===== src/rtl/fifo_rdout_sched.sv =====
// Event readout scheduler: visits each flagged FIFO in ascending order, reads it
// until its end-of-frame word or a watchdog timeout, then reports completion.

module sched_cnt #(
   parameter int W   = 12,
   parameter int TMR = 0
) (
   input  logic         clk,
   input  logic         rst_b,
   input  logic         clr,
   input  logic         inc,
   output logic [W-1:0] q
);

   localparam int NCOPY = (TMR != 0) ? 3 : 1;

   logic [NCOPY-1:0][W-1:0] copy_q;
   logic [W-1:0]            voted;
   logic [W-1:0]            cnt_next;

   // Every copy reloads from the voted value, so a single upset heals in one cycle.
   always_comb begin
      cnt_next = voted;
      if (clr) begin
         cnt_next = '0;
      end else if (inc && (voted != {W{1'b1}})) begin
         cnt_next = voted + 1'b1;
      end
   end

   genvar gi;
   generate
      for (gi = 0; gi < NCOPY; gi++) begin : g_copy
         logic [W-1:0] cnt_reg;
         always_ff @(posedge clk or negedge rst_b) begin
            if (!rst_b) begin
               cnt_reg <= '0;
            end else begin
               cnt_reg <= cnt_next;
            end
         end
         assign copy_q[gi] = cnt_reg;
      end

      if (NCOPY == 3) begin : g_vote
         assign voted = (copy_q[0] & copy_q[1]) |
                        (copy_q[0] & copy_q[2]) |
                        (copy_q[1] & copy_q[2]);
      end else begin : g_single
         assign voted = copy_q[0];
      end
   endgenerate

   assign q = voted;

endmodule

module fifo_rdout_sched #(
   parameter int TMR  = 0,
   parameter int TOUT = 4095
) (
   input  logic        clk,
   input  logic        rst_b,
   input  logic        start,
   input  logic [7:1]  davenbl,
   input  logic [7:1]  ffor_b,
   input  logic        rdffnxt,
   input  logic        eof_det,
   output logic [7:1]  renfifo_b,
   output logic [7:1]  oefifo_b,
   output logic [2:0]  sel,
   output logic        busy,
   output logic        pop,
   output logic [7:1]  toerr,
   output logic [15:0] wrdcnt
);

   typedef enum logic [2:0] {
      ST_IDLE,
      ST_SCAN,
      ST_OE_SETUP,
      ST_READ,
      ST_GAP,
      ST_DONE
   } state_t;

   localparam logic [11:0] TOUT_LAST = 12'(TOUT - 1);

   state_t      state_reg, state_next;
   logic [7:1]  pend_reg, pend_next;
   logic [2:0]  sel_reg, sel_next;
   logic [7:1]  oe_reg, oe_next;
   logic [7:1]  ren_reg, ren_next;
   logic        busy_reg, busy_next;
   logic        pop_reg, pop_next;
   logic [7:1]  toerr_reg, toerr_next;

   logic [2:0]  low_idx;
   logic [7:1]  low_onehot;
   logic [7:1]  sel_onehot;
   logic        read_ok;
   logic [11:0] wd_q;
   logic        wd_clr, wd_inc;
   logic        wrd_clr, wrd_inc;

   always_comb begin
      low_idx = 3'd0;
      for (int i = 7; i >= 1; i--) begin
         if (pend_reg[i]) begin
            low_idx = 3'(i);
         end
      end
   end

   genvar gi;
   generate
      for (gi = 1; gi <= 7; gi++) begin : g_dec
         assign low_onehot[gi] = (low_idx == 3'(gi));
         assign sel_onehot[gi] = (sel_reg == 3'(gi));
      end
   endgenerate

   // RDFFNXT/FFOR_B sampled now decide the registered read strobe of the next cycle.
   assign read_ok = rdffnxt && ((sel_onehot & ~ffor_b) != 7'h00);

   assign wd_clr  = (state_reg == ST_OE_SETUP);
   assign wd_inc  = (state_reg == ST_READ);
   assign wrd_inc = (state_reg == ST_READ) && (ren_reg != 7'h7F);

   sched_cnt #(.W(12), .TMR(TMR)) u_wdog (
      .clk   (clk),
      .rst_b (rst_b),
      .clr   (wd_clr),
      .inc   (wd_inc),
      .q     (wd_q)
   );

   sched_cnt #(.W(16), .TMR(TMR)) u_wrdcnt (
      .clk   (clk),
      .rst_b (rst_b),
      .clr   (wrd_clr),
      .inc   (wrd_inc),
      .q     (wrdcnt)
   );

   always_ff @(posedge clk or negedge rst_b) begin
      if (!rst_b) begin
         state_reg <= ST_IDLE;
         pend_reg  <= '0;
         sel_reg   <= '0;
         oe_reg    <= 7'h7F;
         ren_reg   <= 7'h7F;
         busy_reg  <= 1'b0;
         pop_reg   <= 1'b0;
         toerr_reg <= '0;
      end else begin
         state_reg <= state_next;
         pend_reg  <= pend_next;
         sel_reg   <= sel_next;
         oe_reg    <= oe_next;
         ren_reg   <= ren_next;
         busy_reg  <= busy_next;
         pop_reg   <= pop_next;
         toerr_reg <= toerr_next;
      end
   end

   // Outputs are computed for the state being entered so they appear registered.
   always_comb begin
      state_next = state_reg;
      pend_next  = pend_reg;
      sel_next   = sel_reg;
      oe_next    = 7'h7F;
      ren_next   = 7'h7F;
      busy_next  = busy_reg;
      pop_next   = 1'b0;
      toerr_next = toerr_reg;
      wrd_clr    = 1'b0;
      case (state_reg)
         ST_IDLE: begin
            if (start) begin
               state_next = ST_SCAN;
               pend_next  = davenbl;
               busy_next  = 1'b1;
               toerr_next = '0;
               wrd_clr    = 1'b1;
            end
         end
         ST_SCAN: begin
            if (pend_reg == 7'h00) begin
               state_next = ST_DONE;
               pop_next   = 1'b1;
            end else begin
               state_next = ST_OE_SETUP;
               sel_next   = low_idx;
               pend_next  = pend_reg & ~low_onehot;
               oe_next    = ~low_onehot;
            end
         end
         ST_OE_SETUP: begin
            state_next = ST_READ;
            oe_next    = ~sel_onehot;
            if (read_ok) begin
               ren_next = ~sel_onehot;
            end
         end
         ST_READ: begin
            if (eof_det) begin
               state_next = ST_GAP;
               sel_next   = '0;
            end else if (wd_q >= TOUT_LAST) begin
               state_next = ST_GAP;
               sel_next   = '0;
               toerr_next = toerr_reg | sel_onehot;
            end else begin
               oe_next = ~sel_onehot;
               if (read_ok) begin
                  ren_next = ~sel_onehot;
               end
            end
         end
         ST_GAP: begin
            state_next = ST_SCAN;
         end
         ST_DONE: begin
            state_next = ST_IDLE;
            busy_next  = 1'b0;
         end
         default: begin
            state_next = ST_IDLE;
         end
      endcase
   end

   assign renfifo_b = ren_reg;
   assign oefifo_b  = oe_reg;
   assign sel       = sel_reg;
   assign busy      = busy_reg;
   assign pop       = pop_reg;
   assign toerr     = toerr_reg;

endmodule


===== config.mk =====
export PLATFORM = sky130hd
export DESIGN_NAME = fifo_rdout_sched
export DESIGN_NICKNAME = d
export VERILOG_FILES = /design/src/rtl/fifo_rdout_sched.sv
export SDC_FILE = /design/constraint.sdc
export NUM_CORES = 1
export LEC_CHECK = 0
export ABC_CLOCK_PERIOD_IN_PS = 1800
export CAP_MARGIN = 20
export CORE_MARGIN = 2
export CORE_UTILIZATION = 40
export DETAILED_ROUTE_END_ITERATION = 12
export GPL_TIMING_DRIVEN = 0
export PLACE_DENSITY = 0.62
export SLEW_MARGIN = 20
export SYNTH_ARGS = -nofsm -noshare
export SYNTH_HDL_FRONTEND = slang
export SYNTH_SLANG_ARGS = --single-unit

===== constraint.sdc =====
create_clock -name clk -period 1.8 [get_ports clk]
set_clock_uncertainty 0.05 [all_clocks]
set_input_delay 0.18 -clock clk [delete_from_list [all_inputs] [get_ports clk]]
set_output_delay 0.18 -clock clk [all_outputs]
set_load 0.02 [all_outputs]

* Word-level counts from Yosys, hierarchy flattened *
Cells that the tools add are included.

word-level totals
  memories kept = 0
  input bits = 19
  memory bits (writable) = 0
  register bits = 64
  ROM bits = 0
  latch bits = 0
  logic and storage cells = 105
  output and inout port bits = 42

operators by class
  shift operators = 0
  $add $sub $neg = 2
  reductions and logical operators = 18
  bitwise operators = 6
  mux-type cells = 41
  div/mod/pow operators = 0
  multiply operators = 0
  equal/unequal tests = 27
  magnitude comparators = 1

operators with widths
  operator                 number
  $mux W7                  11
  $mux W3                  14
  $pmux W7 S2              3
  $mux W16                 2
  $eq A3 B3 Y1 const B     10
  $mux W12                 2
  $not A7 Y7               3
  $pmux W7 S3              1
  $eq A3 B2 Y1 const B     6
  $add A16 B1 Y16 const B  1
  $ne A16 B16 Y1 const B   1
  $pmux W3 S5              1
  $and A7 B7 Y7            2
  $add A12 B1 Y12 const B  1
  $ge A12 B12 Y1 const B   1
  $ne A12 B12 Y1 const B   1
  $reduce_bool A2 Y1       6
  $eq A3 B1 Y1 const B     3
  $ne A2 B2 Y1 const B     4
  $logic_not A7 Y1         1
  $ne A7 B7 Y1 const B     1
  $or A7 B7 Y7             1
  $reduce_bool A7 Y1       1
  $pmux W3 S2              1
  8 further kinds          17

* Longest topological paths before layout *
Gate-level depths: netlist of run 1.

  word-level depth = 12
  mapped depth = 7
  mapped depth without buffers = 7

* Cells and area by module *
Synthesis of run 1 repeated with hierarchy kept, for this count alone.

unflattened totals
  cells, all modules = 343
  area total of the unflattened synthesis = 3,480.8 µm²

by module, submodules not included
  module                 sequential area each (µm²)  times used  cells an instance  area each (µm²)
  fifo_rdout_sched       918.4                       1           175                1,824.2
  sched_cnt at u_wrdcnt  400.4                       1           98                 942.2
  sched_cnt at u_wdog    300.3                       1           70                 714.4

* Worst setup path before layout of run 1 *
Ideal clock, no wire load.

  kind = reg2reg
  start = register u_wrdcnt.g_copy[0].cnt_reg[6] (netlist: u_wrdcnt.q[6])
  end = register u_wrdcnt.g_copy[0].cnt_reg[4] (netlist: u_wrdcnt.q[4])
  library setup time = 0.136 ns
  cell stages (with the launch flop) = 6
  period minus slack after synthesis = 1.765 ns
  data arrival time = 1.579 ns
  path slack = 0.035 ns
  required time = 1.614 ns
  path buffers = 0
  cells stage by stage = dfrtp_1 -> nand3_2 -> nor4b_4 -> a31oi_4 -> and4_4 -> mux2i_1

between the ends
  word-level cells in the longest chain between the ends = 3

ends and longest elaborated chain
  item                          RTL line  RTL
  start: declaration            34        logic [W-1:0] cnt_reg;
  start signal: assignment      39        cnt_reg <= cnt_next;
  $ne A16 B16 Y1                26        end else if (inc && (voted != {W{1'b1}})) begin
  $logic_and A1 B1 Y1           26
  $reduce_bool A2 Y1 (no line)  -

Every way passes these cells.
A chain may end at the register's enable or synchronous reset.

* Worst setup path after layout of run 1 *
  start = register u_wdog.g_copy[0].cnt_reg[1] (netlist: u_wdog.q[1])
  end = register oe_reg (netlist bit oefifo_b[7])

between the ends
  word-level cells in the longest chain between the ends = 4

ends and longest elaborated chain
  item                      RTL line  RTL
  start: declaration        34
  start signal: assignment  39
  $ge A12 B12 Y1            211       end else if (wd_q >= TOUT_LAST) begin
  $mux W7                   211
  $mux W7                   208       if (eof_det) begin
  $pmux W7 S3               179       case (state_reg)
  net oe_next (one bit)     92        logic [7:1] oe_reg, oe_next;
  end signal: assignment    160       oe_reg <= oe_next;
  end: declaration          92

The timed path passes the listed nets, and every way through them passes these cells.

==> flow_metrics.env, run 1 <==
export IMPL_die_x_um=94.8
export IMPL_rrSetupSlack_ps=30
export IMPL_combPwrFrac=0.422
export IMPL_outcome="finished, final reports clean"
export IMPL_drt_iter0_markers=114
export IMPL_dpl_cell_count=514
export IMPL_syn_area_um2=3300
export IMPL_num_antenna_cells=0
export IMPL_hpwl_um=5690
export IMPL_clk_latency_ps=340
export IMPL_final_layout_size_suffix_gt1_frac=0.226
export IMPL_fin_crit_sh=0.984
export IMPL_ir_drop_mv=0.961
export IMPL_clk_pin_slew_ps=70
export IMPL_worstSetupStartpointType="flop"
export IMPL_grt_busiest_layer="met2"
export IMPL_viasPerCell=5.33
export IMPL_yosysSeqAreaShare=0.491
export IMPL_grt_pass1_vias=2719
export IMPL_setup_worst_path_start="u_wdog.q[1]"
export IMPL_core_rowCount=33
export IMPL_synth_edf_count=0
export IMPL_synth_area_leaders="dfrtp_1, dfstp_2, nand2_1, nor2_1, nand3_1"
export IMPL_cts_sinks=64
export IMPL_whs_ps=235
export IMPL_post_route_min_period_ps=1770
export IMPL_powerDensity_nw_per_um2=1270
export IMPL_async_flop_share=1.00
export IMPL_rsz0062_at_grt="true"
export IMPL_finalNonFillerCells=539
export IMPL_leakagePower_nw=1.91
export IMPL_synth_cell_types=57
export IMPL_grt_usage=0.193
export IMPL_ys_warn_count=0
export IMPL_netlist_instances=348
export IMPL_r2r_cells=6
export IMPL_avgSynthCellArea_um2=9.48
export IMPL_grt_start_max_net_pins=44
export IMPL_synth_top_area_share=0.379
export IMPL_finalHoldViolations=0
export IMPL_total_power_mw=5.76
export IMPL_synthFlopType="dfrtp_1"
export IMPL_drv_slew=0
export IMPL_r2r_end="oefifo_b[7]"
export IMPL_drcViolationCount=0
export IMPL_htree_num_levels=3
export IMPL_drt_wl_total_um=7950
export IMPL_cts_buffer_depth=2
export IMPL_antenna_found_initial=0
export IMPL_crit_arrival_ps=1980
export IMPL_seqPwrFrac=0.342
export IMPL_cts_root_buf="clkbuf_8"
export IMPL_drtAntennaViolNets=0
export IMPL_max_freq_mhz=565
export IMPL_die_area_um2=8990
export IMPL_place_area_um2=4050
export IMPL_end_kind="flop"
export IMPL_area_delta_synth_final_pct=37.4
export IMPL_overflow=0
export IMPL_setup_tns_ps=0
export IMPL_gp_congestion=0.855
export IMPL_crit_reg2reg_launch="u_wdog.q[1]"
export IMPL_met1_usage=0.277
export IMPL_setup_viol=0
export IMPL_maxCapViolCount=0
export IMPL_multiInputGateArea_um2=1750
export IMPL_nets=451
export IMPL_largest_reg_flops=16
export IMPL_portBuffers=60
export IMPL_wl_per_cell_um=14.7
export IMPL_min_path_type="in2async"
export IMPL_final_cell_mix="clkdlybuf4s50_1, dfrtp_1, nand2_1"
export IMPL_syn_nets=370
export IMPL_ys_seq_elements=64
export IMPL_critPathKind="reg2reg"
export IMPL_grtUsageMet2=0.283
export IMPL_fin_area_um2=4530
export IMPL_core_area_um2=8090
export IMPL_initial_core_util=0.408
export IMPL_yosys_area_top_type="dfrtp_1"
export IMPL_worstSetupEndpoint="oefifo_b[7]"
export IMPL_p_int_mw=3.57
export IMPL_crit_required_ps=2010
export IMPL_tightest_slew_ps=469
export IMPL_maxSlewHeadroom=0.686
export IMPL_swShare=0.380
export IMPL_crit_fanout=5
export IMPL_dr_pass1_iters=4
export IMPL_seqCellArea_um2=1630
export IMPL_grt_util_met3=0.0399
export IMPL_numCtsBuffers=9
export IMPL_grt_pass1_wl_um=13400
export IMPL_p_sw_mw=2.19
export IMPL_cts_tree="built"
export IMPL_power_share_clock=0.236
export IMPL_final_common_cell="clkdlybuf4s50_1"
export IMPL_io_pins=61
export IMPL_fillCellCount=744
export IMPL_vias=2874
export IMPL_die_h_um=94.8
[worst min path at each step]
stage             start     endpoint  slack (ps)  depth (start not counted)
3_3_place_gp   toerr[5]     toerr[5]         430                          2
5_1_grt           rst_b  u_wdog.q[8]         250                          2
4_1_cts           rst_b  u_wdog.q[6]         240                          2
2_1_floorplan     rst_b         busy        -170                          0
3_5_place_dp      rst_b  u_wdog.q[6]          50                          1
6_report          rst_b  u_wdog.q[6]         230                          2
[synthesized netlist by cell type, drive strengths merged (2+ instances only)]
library cell	count
nor3	11
o21ai	22
or3	4
a211o	4
nand2b	8
o211ai	3
dfstp	14
a21o	3
a22o	4
and4	3
dfrtp	50
nor3b	3
ha	3
xnor2	10
nand3	21
nor4	5
inv	8
a211oi	2
a31oi	7
nor2b	5
nand4	12
nand2	44
a21oi	11
mux2i	9
buf	7
xor2	4
and3	6
and2	3
clkbuf	10
nor2	37
[final cells by class]
type                            instances  area share
Clock buffer                           13      0.0328
Inverter                                8     0.00662
Buffer                                 15      0.0177
Multi-Input combinational cell        259       0.385
Clock inverter                          3      0.0143
Timing Repair Buffer                   72       0.155
Tap cell                              105      0.0290
Sequential cell                        64       0.359
[logic make-up after synthesis]
logic type	count (synthesis)	synth area share
simple gates	167	0.268
compound gates	66	0.135
flops	64	0.491
buf+inv	25	0.0311
xor+xnor	14	0.0372
mux	9	0.0273
fa+ha+maj	3	0.0114
[layer usage]
layer / routed length, um / up-vias
li1: - / 1414
met1: 3840 / 1382
met2: 3600 / 66
met3: 333 / 12
met4: 176 / 0
met5: 0 / -
[worst max-delay path, stage by stage, from the launching register on]
cell and delay, ps:
dfrtp_2 430, ha_1 180, o211ai_1 270, or3_4 220
a21o_1 180, nand2_2 110, a211o_1 270
[power groups by stage]
stage / Sequential, mW / Clock [mW] / Combinational, mW
finish: 1.97 / 1.36 / 2.43
global route: 2.01 / 1.47 / 2.69
CTS: 1.95 / 1.39 / 2.22
detailed placement: 1.98 / 0 / 2.13
global placement: 1.98 / 0 / 2.12
floorplan: 2.11 / 0 / 1.25
[repair_timing]
action / CTS / global route
hold endpoints to repair: 21 / 0
setup buffers: 3 / 7
pin swaps: 4 / 12
resized for setup: 11 / 47
setup endpoints to repair: 27 / 53
hold buffers: 1 / 0
[metrics by stage]
stage	setup slack [ps]	util
final	29.6	0.560
after global routing	-58.2	0.560
after CTS	-43.9	0.537
after detailed placement	-150	0.500
after global placement	-1640	0.498
after floorplan	34.6	-
No activity file was read; power rests on OpenSTA's default activity.
==> run 2: changes to the inputs <==
CORE_UTILIZATION = 47   (was 40)
PLACE_DENSITY = 0.72   (was 0.62)
==> run 2 against run 1 <==
Effect of this change: the run now ends with setup timing left; critical endpoint is now sel[1]; total power decreased by 2.0%; routed wire length increased by 5.9%; combinational power about the same; first-iteration DRC count increased by 22%; critical path type unchanged; largest power group unchanged; count of clock-buffer cells in the layout decreased by 1; clock power decreased by 10%.
==> flow_metrics.env, run 2 (synthesis results as in run 1) <==
export IMPL_min_path_type="in2async"
export IMPL_portBuffers=60
export IMPL_maxCapViolCount=0
export IMPL_leakagePower_nw=1.91
export IMPL_die_h_um=87.8
export IMPL_io_pins=61
export IMPL_drv_slew=0
export IMPL_worst_slack_ps=-2.96
export IMPL_seqPwrFrac=0.350
export IMPL_nets=451
export IMPL_finalHoldViolations=0
export IMPL_fillCellCount=554
export IMPL_clk_pin_slew_ps=70
export IMPL_antenna_found_initial=0
export IMPL_combPwrFrac=0.434
export IMPL_rrSetupSlack_ps=-3
export IMPL_failed_checks="setup timing"
export IMPL_final_layout_size_suffix_gt1_frac=0.219
export IMPL_drtAntennaViolNets=0
export IMPL_drt_wl_total_um=8420
export IMPL_cts_sinks=64
export IMPL_area_delta_synth_final_pct=35.5
export IMPL_grt_pass1_vias=2855
export IMPL_fin_crit_sh=1.00
export IMPL_grt_usage=0.232
export IMPL_dpl_cell_count=505
export IMPL_swShare=0.399
export IMPL_gp_congestion=0.899
export IMPL_grt_start_max_net_pins=40
export IMPL_core_rowCount=30
export IMPL_cts_root_buf="clkbuf_8"
export IMPL_dpl_worst_slack_ps=-272
export IMPL_cp_slowest_cell="dfrtp_1"
export IMPL_setup_tns_ps=-2.96
export IMPL_crit_arrival_ps=1960
export IMPL_dr_pass1_iters=5
export IMPL_grt_pass1_wl_um=13700
export IMPL_clk_latency_ps=340
export IMPL_wl_per_cell_um=15.9
export IMPL_p_int_mw=3.39
export IMPL_htree_num_levels=3
export IMPL_post_route_min_period_ps=1800
export IMPL_crit_chain="inv_1, ha_1, o211ai_1, o311ai_2, nand2_1, o21ai_0, o31ai_1"
export IMPL_worstSetupStartpointType="flop"
export IMPL_finalNonFillerCells=529
export IMPL_overflow=0
export IMPL_drt_iter0_markers=139
export IMPL_core_area_um2=6790
export IMPL_critPathKind="reg2reg"
export IMPL_ir_drop_mv=0.758
export IMPL_p_sw_mw=2.25
export IMPL_die_x_um=87.8
export IMPL_final_cell_mix="clkdlybuf4s50_1, dfrtp_1, nand2_1"
export IMPL_viasPerCell=5.57
export IMPL_crit_required_ps=1960
export IMPL_tightest_slew_ps=431
export IMPL_cts_tree="built"
export IMPL_hpwl_um=5860
export IMPL_powerDensity_nw_per_um2=1260
export IMPL_cts_buffer_depth=2
export IMPL_initial_core_util=0.486
export IMPL_rsz0062_at_grt="true"
export IMPL_crit_fanout=4
export IMPL_max_freq_mhz=555
export IMPL_num_antenna_cells=0
export IMPL_end_kind="flop"
export IMPL_largest_reg_flops=16
export IMPL_final_common_cell="clkdlybuf4s50_1"
export IMPL_maxSlewHeadroom=0.712
export IMPL_slowest_delay_ps=410
export IMPL_die_area_um2=7710
export IMPL_power_share_clock=0.216
export IMPL_numCtsBuffers=9
export IMPL_setup_viol=1
export IMPL_drcViolationCount=0
export IMPL_outcome="finished with violations"
export IMPL_vias=2949
[run 2: critical path, delay by kind of cell (launching register included)]
kind            cells  cell delay, ps
compound gates      4             800
buf+inv             1              80
flops               1             410
simple gates        1             170
fa+ha+maj           1             160
[run 2: metrics by stage]
step                       util  power [mW]  instance area (um2)  hold slack, ps
after detailed placement  0.594        4.15                 4040            65.6
final                     0.658        5.64                 4470             235
after CTS                 0.638        5.51                 4340             237
after global routing      0.658        5.99                 4470             266
after global placement    0.592        4.11                 4020             440
after floorplan               -        3.36                 3300            -166
[run 2: worst paths after layout]
kind,from,to,depth (start not counted)
worst max register to register,u_wdog.q[0],sel[1],7
min in group clk,davenbl[5],pend_reg[5],3
worst max-delay path,u_wdog.q[0],sel[1],7
max in group asynchronous,rst_b,renfifo_b[5],3
worst min-delay path,rst_b,busy,2
worst min register to register,toerr[5],toerr[5],2
[run 2: final cells by class]
type                            count  area, um2  share of cell area
Inverter                            8       30.0             0.00672
Clock inverter                      3       42.5             0.00952
Sequential cell                    64       1630               0.364
Timing Repair Buffer               72        707               0.158
Clock buffer                       12        145              0.0325
Multi-Input combinational cell    259       1710               0.383
Buffer                             15       86.3              0.0193
Tap cell                           96        120              0.0269
[run 2: layer usage]
layer | track usage | vias to the layer above | wire length [um]
met5 | 0 | - | 0
met4 | 0.0965 | 0 | 125
met3 | 0.0443 | 10 | 452
met2 | 0.367 | 91 | 4010
met1 | 0.315 | 1438 | 3830
li1 | - | 1410 | -
[run 2: power groups by stage]
stage               combinational [mW]  clock [mW]  sequential [mW]
finish                            2.45        1.22             1.97
global route                      2.68        1.30             2.01
CTS                               2.31        1.24             1.96
detailed placement                2.16           0             1.98
floorplan                         1.25           0             2.11
global placement                  2.13           0             1.97
[run 2: timing repair]
| action | 4_1_cts | 5_1_grt |
|---|---|---|
| pin swaps | 4 | 10 |
| endpoints found under the setup margin | 45 | 50 |
| hold endpoints to repair | 25 | 0 |
| buffers inserted | 6 | 4 |
| hold buffers | 1 | 0 |
| gates resized for setup | 17 | 41 |
==> run 3: changes to the inputs <==
CORE_ASPECT_RATIO = 0.75   (was default)
==> run 3 against run 2 <==
Effect of this change: the run now ends clean; utilization grew 0.65 points; combinational power up 2%; clock power about the same; global-route usage fell by 0.61 points; total power rose by 1.8%; setup slack improved by 19 ps; sequential share of layout area decreased by 0.38 points; sequential power hardly changed; critical endpoint unchanged; largest power group unchanged.
==> flow_metrics.env, run 3 (synthesis results as in run 1) <==
export IMPL_outcome="finished, final reports clean"
export IMPL_seqCellArea_um2=1630
export IMPL_portBuffers=60
export IMPL_post_route_min_period_ps=1780
export IMPL_finalHoldViolations=0
export IMPL_gp_congestion=0.878
export IMPL_setup_viol=0
export IMPL_crit_reg2reg_launch="u_wdog.q[0]"
export IMPL_numCtsBuffers=9
export IMPL_core_area_um2=6800
export IMPL_fin_crit_sh=0.991
export IMPL_drt_iter0_markers=168
export IMPL_grt_start_max_net_pins=45
export IMPL_antenna_found_initial=0
export IMPL_grt_usage=0.226
export IMPL_num_antenna_cells=0
export IMPL_final_common_cell="clkdlybuf4s50_1"
export IMPL_final_layout_size_suffix_gt1_frac=0.232
export IMPL_die_h_um=76.6
export IMPL_maxSlewHeadroom=0.694
export IMPL_cts_tree="built"
export IMPL_multiInputGateArea_um2=1760
export IMPL_die_x_um=101
export IMPL_crit_arrival_ps=1950
export IMPL_whs_ps=202
export IMPL_drv_slew=0
export IMPL_core_rowCount=26
export IMPL_clk_latency_ps=350
export IMPL_crit_required_ps=1960
export IMPL_rsz0062_at_grt="true"
export IMPL_fillCellCount=548
export IMPL_io_pins=61
export IMPL_grt_pass1_vias=2714
export IMPL_leakagePower_nw=1.92
export IMPL_maxCapViolCount=0
export IMPL_drcViolationCount=0
export IMPL_powerDensity_nw_per_um2=1270
export IMPL_grt_pass1_wl_um=13600
export IMPL_tightest_slew_ps=458
export IMPL_drt_wl_total_um=8500
export IMPL_cts_buffer_depth=2
export IMPL_cts_root_buf="clkbuf_8"
export IMPL_final_cell_mix="clkdlybuf4s50_1, dfrtp_1, nand2_1"
export IMPL_largest_reg_flops=16
export IMPL_fin_util=0.665
export IMPL_critPathKind="reg2reg"
export IMPL_max_freq_mhz=560
export IMPL_setup_tns_ps=0
export IMPL_setup_worst_path_start="u_wdog.q[0]"
export IMPL_worstSetupStartpointType="flop"
export IMPL_ir_drop_mv=1.12
export IMPL_total_power_mw=5.74
export IMPL_initial_core_util=0.485
export IMPL_die_area_um2=7710
export IMPL_hpwl_um=5930
export IMPL_drtAntennaViolNets=0
export IMPL_clk_pin_slew_ps=70
export IMPL_vias=2975
export IMPL_r2r_cells=7
export IMPL_viasPerCell=5.72
export IMPL_nets=453
export IMPL_dr_pass1_iters=4
export IMPL_overflow=0
export IMPL_wl_per_cell_um=16.3
export IMPL_r2r_end="sel[1]"
export IMPL_area_delta_synth_final_pct=36.9
export IMPL_end_kind="flop"
export IMPL_crit_fanout=4
export IMPL_min_path_type="in2async"
export IMPL_htree_num_levels=3
export IMPL_rrSetupSlack_ps=20
export IMPL_cts_sinks=64
==> run 3: cell types whose count changed in the layout (fill, tap and decap cells not counted), moves of 2 or more <==
cell / delta
o21ai_1: -2
o21ai_0: +3
clkbuf_1: +2
buf_4: +2
clkbuf_2: -2
==> run 3: per-stage QoR <==
stage | setup WS [ps] | instances | instance area [um2]
3_5_place_dp | -212 | 493 | 4020
2_1_floorplan | 34.6 | 348 | 3300
6_report | 15.6 | 520 | 4520
3_3_place_gp | -1570 | 492 | 4010
4_1_cts | 12.3 | 515 | 4340
5_1_grt | -166 | 520 | 4520
==> run 3: area by class of cell <==
cell class | count | area share
multi-input combinational | 259 | 0.389
tap | 84 | 0.0233
clock buffer | 13 | 0.0352
buffer | 15 | 0.0177
sequential | 64 | 0.360
clock inverter | 3 | 0.00886
inverter | 8 | 0.00665
timing repair buffer | 74 | 0.160
==> run 3: metal layers <==
layer / global-route usage / part of all wire / up-vias / wire length [um]
met5: 0 / 0 / - / 0
met4: 0.0644 / 0.011 / 0 / 92
met3: 0.0606 / 0.055 / 11 / 465
met2: 0.329 / 0.46 / 89 / 3900
met1: 0.331 / 0.48 / 1452 / 4040
li1: - / - / 1423 / -
==> run 3: how the worst max path moves through the flow <==
stage                          to  cells past startpoint
detailed placement  u_wrdcnt.q[7]                      6
global route               sel[1]                      5
global placement    u_wrdcnt.q[2]                      1
floorplan           u_wrdcnt.q[4]                      5
CTS                   oefifo_b[2]                      6
finish                     sel[1]                      7
==> run 3: what timing repair did <==
item,4_1_cts,5_1_grt
cloned,0,0
hold endpoints to repair,54,0
resized for setup,16,43
pin swaps,5,6
setup endpoints to repair,31,54
hold buffers,1,0
buffers inserted,6,6
==> run 3: critical path, stage by stage (launching register included) <==
cell	delay (ps)
dfrtp_1	390
inv_2	60
ha_1	150
o211ai_1	130
o311ai_2	440
nand2_1	180
o21ai_0	170
o31ai_1	90
==> run 3: report_power, final <==
group	leakage (nW)	internal (mW)	switching (mW)
clock network	0.103	0.712	0.541
registers	0.816	1.74	0.242
logic	1.00	1.03	1.48
